[src/rtl/data_buf_pkg.sv]
// data_buf_pkg
//   Shared types and helpers for the ping-pong row buffer.
//   - bank_st_e         : ownership state of one bank (FREE = producer may
//                         fill it, FULL = consumer may read it).
//   - *_DEF             : default geometry of the buffer.
//   - col_mask_expand() : turns a per-column mask into a per-bit mask.
package data_buf_pkg;

  typedef enum logic {
    FREE = 1'b0,
    FULL = 1'b1
  } bank_st_e;

  localparam int MAC_BW_DEF  = 8;
  localparam int COL_CNT_DEF = 16;
  localparam int ROW_CNT_DEF = 16;

  // Upper bounds for the generic mask expander; callers slice the low W bits.
  localparam int MASK_MAX_COLS = 64;
  localparam int MASK_MAX_W    = 1024;

  // Expand mask bit c to bits [c*mac_bw +: mac_bw] of the result.
  function automatic logic [MASK_MAX_W-1:0] col_mask_expand(
    input logic [MASK_MAX_COLS-1:0] mask,
    input int                       mac_bw
  );
    logic [MASK_MAX_W-1:0] r;
    int col;
    r = '0;
    for (int i = 0; i < MASK_MAX_W; i++) begin
      col = i / mac_bw;
      r[i] = (col < MASK_MAX_COLS) ? mask[col[5:0]] : 1'b0;
    end
    return r;
  endfunction

endpackage

[src/rtl/pp_data_buf_if.sv]
// pp_data_buf_if
//   Producer/consumer bus of the ping-pong row buffer.
//   Producer side : wr_en, wr_addr, wr_mask, iData, wr_done  -> buffer
//                   wr_ready                                  <- buffer
//   Consumer side : rd_en, rd_addr, rd_done                   -> buffer
//                   rd_ready, oData, oValid                   <- buffer
//   Handshake: a request (wr_en / wr_done, rd_en / rd_done) takes effect only
//   on a posedge where the matching ready is high; requests while not ready
//   are dropped. oValid is high for exactly the cycle after an accepted rd_en.
//   Modports: master = producer/consumer side, slave = the buffer.
interface pp_data_buf_if #(
  parameter int MAC_BW  = 8,
  parameter int COL_CNT = 16,
  parameter int ROW_CNT = 16,
  parameter int ADDR_BW = $clog2(ROW_CNT)
);
  localparam int W = MAC_BW * COL_CNT;

  logic               wr_en;
  logic [ADDR_BW-1:0] wr_addr;
  logic [COL_CNT-1:0] wr_mask;
  logic [W-1:0]       iData;
  logic               wr_done;
  logic               wr_ready;
  logic               rd_en;
  logic [ADDR_BW-1:0] rd_addr;
  logic               rd_done;
  logic               rd_ready;
  logic [W-1:0]       oData;
  logic               oValid;

  modport master (
    output wr_en, wr_addr, wr_mask, iData, wr_done, rd_en, rd_addr, rd_done,
    input  wr_ready, rd_ready, oData, oValid
  );

  modport slave (
    input  wr_en, wr_addr, wr_mask, iData, wr_done, rd_en, rd_addr, rd_done,
    output wr_ready, rd_ready, oData, oValid
  );
endinterface

[src/rtl/data_buf_bank.sv]
// data_buf_bank
//   One row-addressable bank: masked write, registered read.
//   Ports:
//     clk, rst_n : clock, synchronous active-low reset (read register only)
//     wr_en      : write row wr_addr, only columns with wr_mask bit set
//     wr_addr    : write row address
//     wr_mask    : per-column write enable
//     wr_data    : write row data
//     rd_en      : load rd_data from row rd_addr on the next edge
//     rd_addr    : read row address
//     rd_data    : registered read data, holds when rd_en is low
module data_buf_bank
  import data_buf_pkg::*;
#(
  parameter int MAC_BW  = MAC_BW_DEF,
  parameter int COL_CNT = COL_CNT_DEF,
  parameter int ROW_CNT = ROW_CNT_DEF,
  parameter int ADDR_BW = $clog2(ROW_CNT),
  parameter int W       = MAC_BW * COL_CNT
) (
  input  logic               clk,
  input  logic               rst_n,
  input  logic               wr_en,
  input  logic [ADDR_BW-1:0] wr_addr,
  input  logic [COL_CNT-1:0] wr_mask,
  input  logic [W-1:0]       wr_data,
  input  logic               rd_en,
  input  logic [ADDR_BW-1:0] rd_addr,
  output logic [W-1:0]       rd_data
);

  logic [W-1:0] mem [ROW_CNT];

  logic [MASK_MAX_COLS-1:0] mask_wide;
  logic [MASK_MAX_W-1:0]    bit_mask_wide;
  logic [W-1:0]             bit_mask;

  always_comb begin
    mask_wide                = '0;
    mask_wide[COL_CNT-1:0]   = wr_mask;
    bit_mask_wide            = col_mask_expand(mask_wide, MAC_BW);
    bit_mask                 = bit_mask_wide[W-1:0];
  end

  // Storage is deliberately not reset: rows are unobservable until written
  // and handed over to the consumer.
  always_ff @(posedge clk) begin
    if (wr_en) begin
      mem[wr_addr] <= (mem[wr_addr] & ~bit_mask) | (wr_data & bit_mask);
    end
  end

  always_ff @(posedge clk) begin
    if (!rst_n) begin
      rd_data <= '0;
    end else if (rd_en) begin
      rd_data <= mem[rd_addr];
    end
  end

endmodule

[src/rtl/pp_data_buf.sv]
// pp_data_buf
//   Ping-pong row buffer between a producer and the SIMD MAC array. The
//   producer fills bank wb while the consumer reads bank rb; ownership of a
//   bank moves on wr_done (FREE -> FULL) and rd_done (FULL -> FREE).
//   Optional feature macro: DATA_BUF_ERR_EN adds sticky err[1:0]
//   (err[0] = producer request while !wr_ready, err[1] = consumer request
//   while !rd_ready).
//   Ports:
//     clk, rst_n  : clock, synchronous active-low reset
//     bus         : pp_data_buf_if.slave (write/read/handshake signals)
//     dbg_wb      : write-bank pointer
//     dbg_rb      : read-bank pointer
//     dbg_bank_st : bit i = 1 when bank i is FULL
//     err         : (DATA_BUF_ERR_EN only) sticky protocol error flags
module pp_data_buf
  import data_buf_pkg::*;
#(
  parameter int MAC_BW  = MAC_BW_DEF,
  parameter int COL_CNT = COL_CNT_DEF,
  parameter int ROW_CNT = ROW_CNT_DEF,
  parameter int ADDR_BW = $clog2(ROW_CNT)
) (
  input  logic       clk,
  input  logic       rst_n,
  pp_data_buf_if.slave bus,
  output logic       dbg_wb,
  output logic       dbg_rb,
  output logic [1:0] dbg_bank_st
`ifdef DATA_BUF_ERR_EN
  ,
  output logic [1:0] err
`endif
);

  localparam int W = MAC_BW * COL_CNT;

  bank_st_e bank_st [2];
  logic     wb;
  logic     rb;
  logic     rd_sel;   // bank that produced the most recent read
  logic     o_valid;

  logic     wr_ready;
  logic     rd_ready;
  logic     wr_fire;
  logic     rd_fire;
  logic [W-1:0] bank_rd_data [2];

  assign wr_ready = (bank_st[wb] == FREE);
  assign rd_ready = (bank_st[rb] == FULL);
  assign wr_fire  = bus.wr_en && wr_ready;
  assign rd_fire  = bus.rd_en && rd_ready;

  for (genvar i = 0; i < 2; i++) begin : g_bank
    data_buf_bank #(
      .MAC_BW  (MAC_BW),
      .COL_CNT (COL_CNT),
      .ROW_CNT (ROW_CNT),
      .ADDR_BW (ADDR_BW),
      .W       (W)
    ) u_bank (
      .clk     (clk),
      .rst_n   (rst_n),
      .wr_en   (wr_fire && (wb == 1'(i))),
      .wr_addr (bus.wr_addr),
      .wr_mask (bus.wr_mask),
      .wr_data (bus.iData),
      .rd_en   (rd_fire && (rb == 1'(i))),
      .rd_addr (bus.rd_addr),
      .rd_data (bank_rd_data[i])
    );
  end

  // When both handoffs fire together, wb points at a FREE bank and rb at a
  // FULL one, so the two bank_st updates always hit different entries.
  // A write or read in the handoff cycle still uses the old pointer because
  // the bank enables above sample wb/rb before they toggle.
  always_ff @(posedge clk) begin
    if (!rst_n) begin
      bank_st[0] <= FREE;
      bank_st[1] <= FREE;
      wb         <= 1'b0;
      rb         <= 1'b0;
      rd_sel     <= 1'b0;
      o_valid    <= 1'b0;
    end else begin
      o_valid <= rd_fire;
      if (rd_fire) begin
        rd_sel <= rb;
      end
      if (bus.wr_done && wr_ready) begin
        bank_st[wb] <= FULL;
        wb          <= ~wb;
      end
      if (bus.rd_done && rd_ready) begin
        bank_st[rb] <= FREE;
        rb          <= ~rb;
      end
    end
  end

`ifdef DATA_BUF_ERR_EN
  always_ff @(posedge clk) begin
    if (!rst_n) begin
      err <= 2'b00;
    end else begin
      if ((bus.wr_en || bus.wr_done) && !wr_ready) err[0] <= 1'b1;
      if ((bus.rd_en || bus.rd_done) && !rd_ready) err[1] <= 1'b1;
    end
  end
`endif

  // Each bank's read register holds its last result, so selecting the bank
  // of the latest read gives "oData holds its last value" for free; both
  // registers reset to zero, so oData is zero after reset.
  assign bus.oData    = bank_rd_data[rd_sel];
  assign bus.oValid   = o_valid;
  assign bus.wr_ready = wr_ready;
  assign bus.rd_ready = rd_ready;

  assign dbg_wb      = wb;
  assign dbg_rb      = rb;
  assign dbg_bank_st = {bank_st[1] == FULL, bank_st[0] == FULL};

endmodule

[src/flat_wrapper.sv]
// flat-port wrapper written by rule: the top's interface ports become plain ports
module pp_data_buf_flat import data_buf_pkg::*;
#(
  parameter int MAC_BW  = MAC_BW_DEF,
  parameter int COL_CNT = COL_CNT_DEF,
  parameter int ROW_CNT = ROW_CNT_DEF,
  parameter int ADDR_BW = $clog2(ROW_CNT)
)
  (clk, rst_n, dbg_wb, dbg_rb, dbg_bank_st, bus_wr_en, bus_wr_addr, bus_wr_mask, bus_iData, bus_wr_done, bus_rd_en, bus_rd_addr, bus_rd_done, bus_wr_ready, bus_rd_ready, bus_oData, bus_oValid);
  pp_data_buf_if #(.MAC_BW(MAC_BW), .COL_CNT(COL_CNT), .ROW_CNT(ROW_CNT), .ADDR_BW(ADDR_BW)) bus_i ();
  input  logic clk;
  input  logic rst_n;
  output logic dbg_wb;
  output logic dbg_rb;
  output logic [1:0] dbg_bank_st;
  input wire logic [$bits(bus_i.wr_en)-1:0] bus_wr_en;
  input wire logic [$bits(bus_i.wr_addr)-1:0] bus_wr_addr;
  input wire logic [$bits(bus_i.wr_mask)-1:0] bus_wr_mask;
  input wire logic [$bits(bus_i.iData)-1:0] bus_iData;
  input wire logic [$bits(bus_i.wr_done)-1:0] bus_wr_done;
  input wire logic [$bits(bus_i.rd_en)-1:0] bus_rd_en;
  input wire logic [$bits(bus_i.rd_addr)-1:0] bus_rd_addr;
  input wire logic [$bits(bus_i.rd_done)-1:0] bus_rd_done;
  output wire logic [$bits(bus_i.wr_ready)-1:0] bus_wr_ready;
  output wire logic [$bits(bus_i.rd_ready)-1:0] bus_rd_ready;
  output wire logic [$bits(bus_i.oData)-1:0] bus_oData;
  output wire logic [$bits(bus_i.oValid)-1:0] bus_oValid;
  assign bus_i.wr_en = bus_wr_en;
  assign bus_i.wr_addr = bus_wr_addr;
  assign bus_i.wr_mask = bus_wr_mask;
  assign bus_i.iData = bus_iData;
  assign bus_i.wr_done = bus_wr_done;
  assign bus_i.rd_en = bus_rd_en;
  assign bus_i.rd_addr = bus_rd_addr;
  assign bus_i.rd_done = bus_rd_done;
  assign bus_wr_ready = bus_i.wr_ready;
  assign bus_rd_ready = bus_i.rd_ready;
  assign bus_oData = bus_i.oData;
  assign bus_oValid = bus_i.oValid;
  pp_data_buf #(.MAC_BW(MAC_BW), .COL_CNT(COL_CNT), .ROW_CNT(ROW_CNT), .ADDR_BW(ADDR_BW)) u_core (.clk(clk), .rst_n(rst_n), .bus(bus_i), .dbg_wb(dbg_wb), .dbg_rb(dbg_rb), .dbg_bank_st(dbg_bank_st));
endmodule
[config.mk]
export PLATFORM = sky130hd
export DESIGN_NAME = pp_data_buf_flat
export DESIGN_NICKNAME = d
export VERILOG_FILES = /design/src/rtl/data_buf_pkg.sv /design/src/rtl/pp_data_buf_if.sv /design/src/rtl/data_buf_bank.sv /design/src/rtl/pp_data_buf.sv /design/src/flat_wrapper.sv
export SDC_FILE = /design/constraint.sdc
export NUM_CORES = 2
export LEC_CHECK = 0
export CAP_MARGIN = 20
export CORE_ASPECT_RATIO = 1.2
export CORE_MARGIN = 3
export CORE_UTILIZATION = 37
export DETAILED_ROUTE_END_ITERATION = 10
export PLACE_DENSITY_LB_ADDON = 0.12
export SYNTH_ARGS = -nofsm -noshare
export SYNTH_HDL_FRONTEND = slang
export SYNTH_MEMORY_MAX_BITS = 65536
export SYNTH_SLANG_ARGS = --single-unit
[constraint.sdc]
create_clock -name clk -period 13.9 [get_ports clk]
set_input_delay 1.39 -clock clk [delete_from_list [all_inputs] [get_ports clk]]
set_output_delay 1.39 -clock clk [all_outputs]
set_load 0.005 [all_outputs]
==> run_results.csv <==
group,metric,value,unit
timing,slew_violations,0,
grt,grt_use_total,0.242,
timing,finalHoldWorstSlack,478,ps
synth,yosysTopAreaCellShare,0.627,
grt,grt_max_degree,141,
min_path,worstHoldPathType,"reg2reg",
routing,avgViaCountPerCell,6.25,
pwr,p_leak,0.0691,uW
layout,drive_gt1_frac,0.329,
placed_design,gp_congestion,0.807,
timing,maxSlewHeadroom,0.188,
routing,drtPass1Iterations,5,
timing,post-route-min-period,5580,ps
pwr,powerDensity,132,mW/mm^2
synth,synth_warnings,0,
synth,syn_area,0.196,sq mm
synth,synthFlopType,"edfxtp_1",
timing,fmax,179,MHz
setup_path,path_buf_inv,6,
clocking,hold_buffers,0,
setup_path,worstPathRequired,14670,ps
clocking,cts.sinks,4360,
routing,wl_per_cell,37.8,um
die,dieArea,0.539,sq mm
synth,yosysTopAreaCell,"edfxtp_1",
timing,min_period_over_period,0.401,
timing,hold_viol_final,0,
synth,syn_nets,9833,
synth,ys_ff_latch,4360,
synth,async_flop_share,0,
synth,synthTopCellsByArea,"edfxtp_1, mux4_2, dfxtp_1",
clocking,htree_num_levels,5,
placed_design,port_buffers,292,
grt,grt_pass1_vias,116271,
setup_path,crit_path_start_kind,"primary input",
timing,setup_tns,0,ps
layout,fin_nets,10329,
setup_path,reg2reg_slack,9060,ps
clocking,cts_tree,"built",
setup_path,endpoint_kind,"flip-flop",
die,initial_core_util,0.372,
pwr,vdd_ir_drop_max,109,uV
synth,synth_edf_count,4096,
layout,n_fill_cell,45616,
grt,antenna_found_initial,31,
flow_run,drv_cap,0,
setup_path,arrival,6360,ps
die,fp.dieH,803,um
routing,route.detailed.drc,0,
die,core,0.528,sq mm
clocking,cts.reportedPaths.clkPinSlew,60,ps
setup_path,cpPeakStageDelay,800,ps
die,ioPinCount,293,
layout,area_growth,14.1,%
placed_design,dp.final_hpwl,374000,um
setup_path,worstPathMaxFanout,78,
timing,fin_skew,47.2,ps
routing,routed-via-count,110189,
setup_path,slowest_stage,"buf_4",
synth,syn_avg_cell_area,20.3,sq um
clocking,cts_made_buffers,453,
routing,first_iter_violations,12468,
routing,drt-total-wl,666000,um
pwr,power,29400,uW
timing,rsz0062_at_grt,"false",
timing,setup_viol,0,
clocking,postCtsResizedCells,0,
setup_path,critPathKind,"in2reg",
clocking,clockBufferDepth,4,
routing,drtAntennaViolNets,0,
grt,grt_pass1_wl,924000,um
clocking,postCtsSetupBuffers,0,
die,die_w,671,um
grt,overflow,0,
setup_path,cpMostUsedCell,"buf_4",
setup_path,crit_chain,"buf_16 -> buf_4 -> buf_4 -> buf_4 -> buf_4 -> mux4_2 -> nor2b_1 -> a211oi_1 -> nor3_1 -> buf_4",
outcome,status,"complete, no violations",
die,rows,292,
timing,tightest_slew,1220,ps
clocking,worstSkewPairLatency,1050,ps
synth,ys_seq_area_frac,0.654,
synth,synth_cells,9675,
clocking,root_buffer,"clkbuf_16",
synth,synthDistinctLibCells,42,
setup_path,critPathTopFamily,"buffers and inverters",
[placed cells by master, fill, tap and decap left out, types with 19 or more instances in the layout]
cell | netlist | final
a211oi_1 | 256 | 256
a221oi_1 | 35 | 35
a22oi_1 | 115 | 115
buf_12 | 0 | 39
buf_4 | 87 | 489
bufinv_16 | 0 | 44
clkbuf_1 | 290 | 103
clkbuf_16 | 0 | 459
clkbuf_8 | 0 | 35
clkdlybuf4s50_1 | 0 | 283
clkinv_1 | 0 | 68
clkinv_2 | 0 | 79
clkinvlp_4 | 0 | 27
dfxtp_1 | 264 | 263
edfxtp_1 | 4096 | 4096
mux2_2 | 136 | 136
mux2i_1 | 381 | 381
mux4_2 | 2046 | 2046
nand2_1 | 139 | 136
nand3_1 | 102 | 100
nor2_1 | 61 | 26
nor2_4 | 0 | 35
nor2b_1 | 386 | 386
nor3_1 | 263 | 260
o211ai_1 | 114 | 114
o21ai_0 | 44 | 44
o221ai_1 | 99 | 99
o22ai_1 | 269 | 269
or3_1 | 19 | 19
[power breakdown]
| group | internal [uW] | switching, uW | total, uW | leakage [uW] |
|---|---|---|---|---|
| Clock | 7070 | 5250 | 12300 | 0.00727 |
| Sequential | 14700 | 77.0 | 14800 | 0.0388 |
| Combinational | 961 | 1370 | 2340 | 0.0230 |
| Total | 22700 | 6700 | 29400 | 0.0691 |
[registers in the layout (all words and copies together), names as in the netlist, named ones only]
name,count
u_core.g_bank.u_bank.mem,4096
u_core.g_bank.u_bank.rd_data,256
u_core.bank_st,2
u_core.bus.oValid,1
u_core.dbg_rb,1
u_core.dbg_wb,1
u_core.rd_sel,1
[Yosys cell counts, types with 2 or more instances]
library cell / n
clkbuf_1: 290
nand3_1: 102
o221ai_1: 99
a211oi_1: 256
nand2_1: 139
buf_2: 283
dfxtp_1: 264
nand3b_1: 5
mux2_2: 136
a221oi_1: 35
buf_4: 87
o21ai_0: 44
edfxtp_1: 4096
o21a_1: 2
a21boi_0: 2
or3_1: 19
buf_1: 69
nor2b_1: 386
nand2b_1: 19
and3_1: 9
and2_1: 5
buf_6: 64
mux4_2: 2046
inv_2: 3
o22ai_1: 269
o211ai_1: 114
nor3_1: 263
mux2i_1: 381
a22oi_1: 115
nor2_1: 61
[logic make-up (layout without fill, tap and decap cells)]
logic type	count (synthesis)	count (layout)	share of synthesized area
flip-flops	4360	4360	0.654
AO/OA/AOI/OAI	940	940	0.0346
other	0	10	0
buffers and inverters	799	1688	0.0212
multiplexers	2564	2564	0.262
AND/OR/NAND/NOR	1011	1011	0.0274
XOR/XNOR	1	1	0.0000447
[through the flow]
stage / area (sq um) / utilization / setup slack [ps] / std cells
2_1_floorplan: 196000 / - / 5620 / 9675
3_3_place_gp: 208000 / 0.395 / 7190 / 16728
3_5_place_dp: 209000 / 0.395 / 7170 / 16769
4_1_cts: 224000 / 0.424 / 8260 / 17617
5_1_grt: 224000 / 0.424 / 7900 / 17621
6_report: 224000 / 0.424 / 8320 / 17630
[layer usage]
layer / global-route usage / wire length, um / up-vias
li1: - / - / 43061
met1: 0.321 / 267000 / 60575
met2: 0.405 / 328000 / 5323
met3: 0.0383 / 45000 / 1220
met4: 0.0881 / 26800 / 10
met5: 0 / 69 / -
[cell type report]
type | count | area (sq um) | area share
Antenna cell | 10 | 25.0 | 0.000112
Clock buffer | 597 | 12400 | 0.0552
Clock inverter | 251 | 2620 | 0.0117
Inverter | 4 | 22.5 | 0.000101
Multi-Input combinational cell | 4516 | 64000 | 0.286
Sequential cell | 4360 | 128000 | 0.574
Tap cell | 7056 | 8830 | 0.0395
Timing Repair Buffer | 836 | 7570 | 0.0339
[final timing paths]
check	end	startpoint	cells after the start
hold reg to reg	u_core.g_bank[0].u_bank.rd_data[59]	u_core.g_bank[0].u_bank.rd_data[59]	2
setup reg to reg	u_core.g_bank[0].u_bank.mem[4][54]	flip-flop	8
setup / recovery	u_core.g_bank[0].u_bank.mem[15][37]	bus_wr_addr[0]	10
hold / removal	u_core.g_bank[0].u_bank.rd_data[59]	u_core.g_bank[0].u_bank.rd_data[59]	2
[tightest hold or removal path: stages, from the launching register on]
cell and delay (ps):
dfxtp_1 320, nand2_1 50, o211ai_1 70
(Power assumes the default switching activity.)
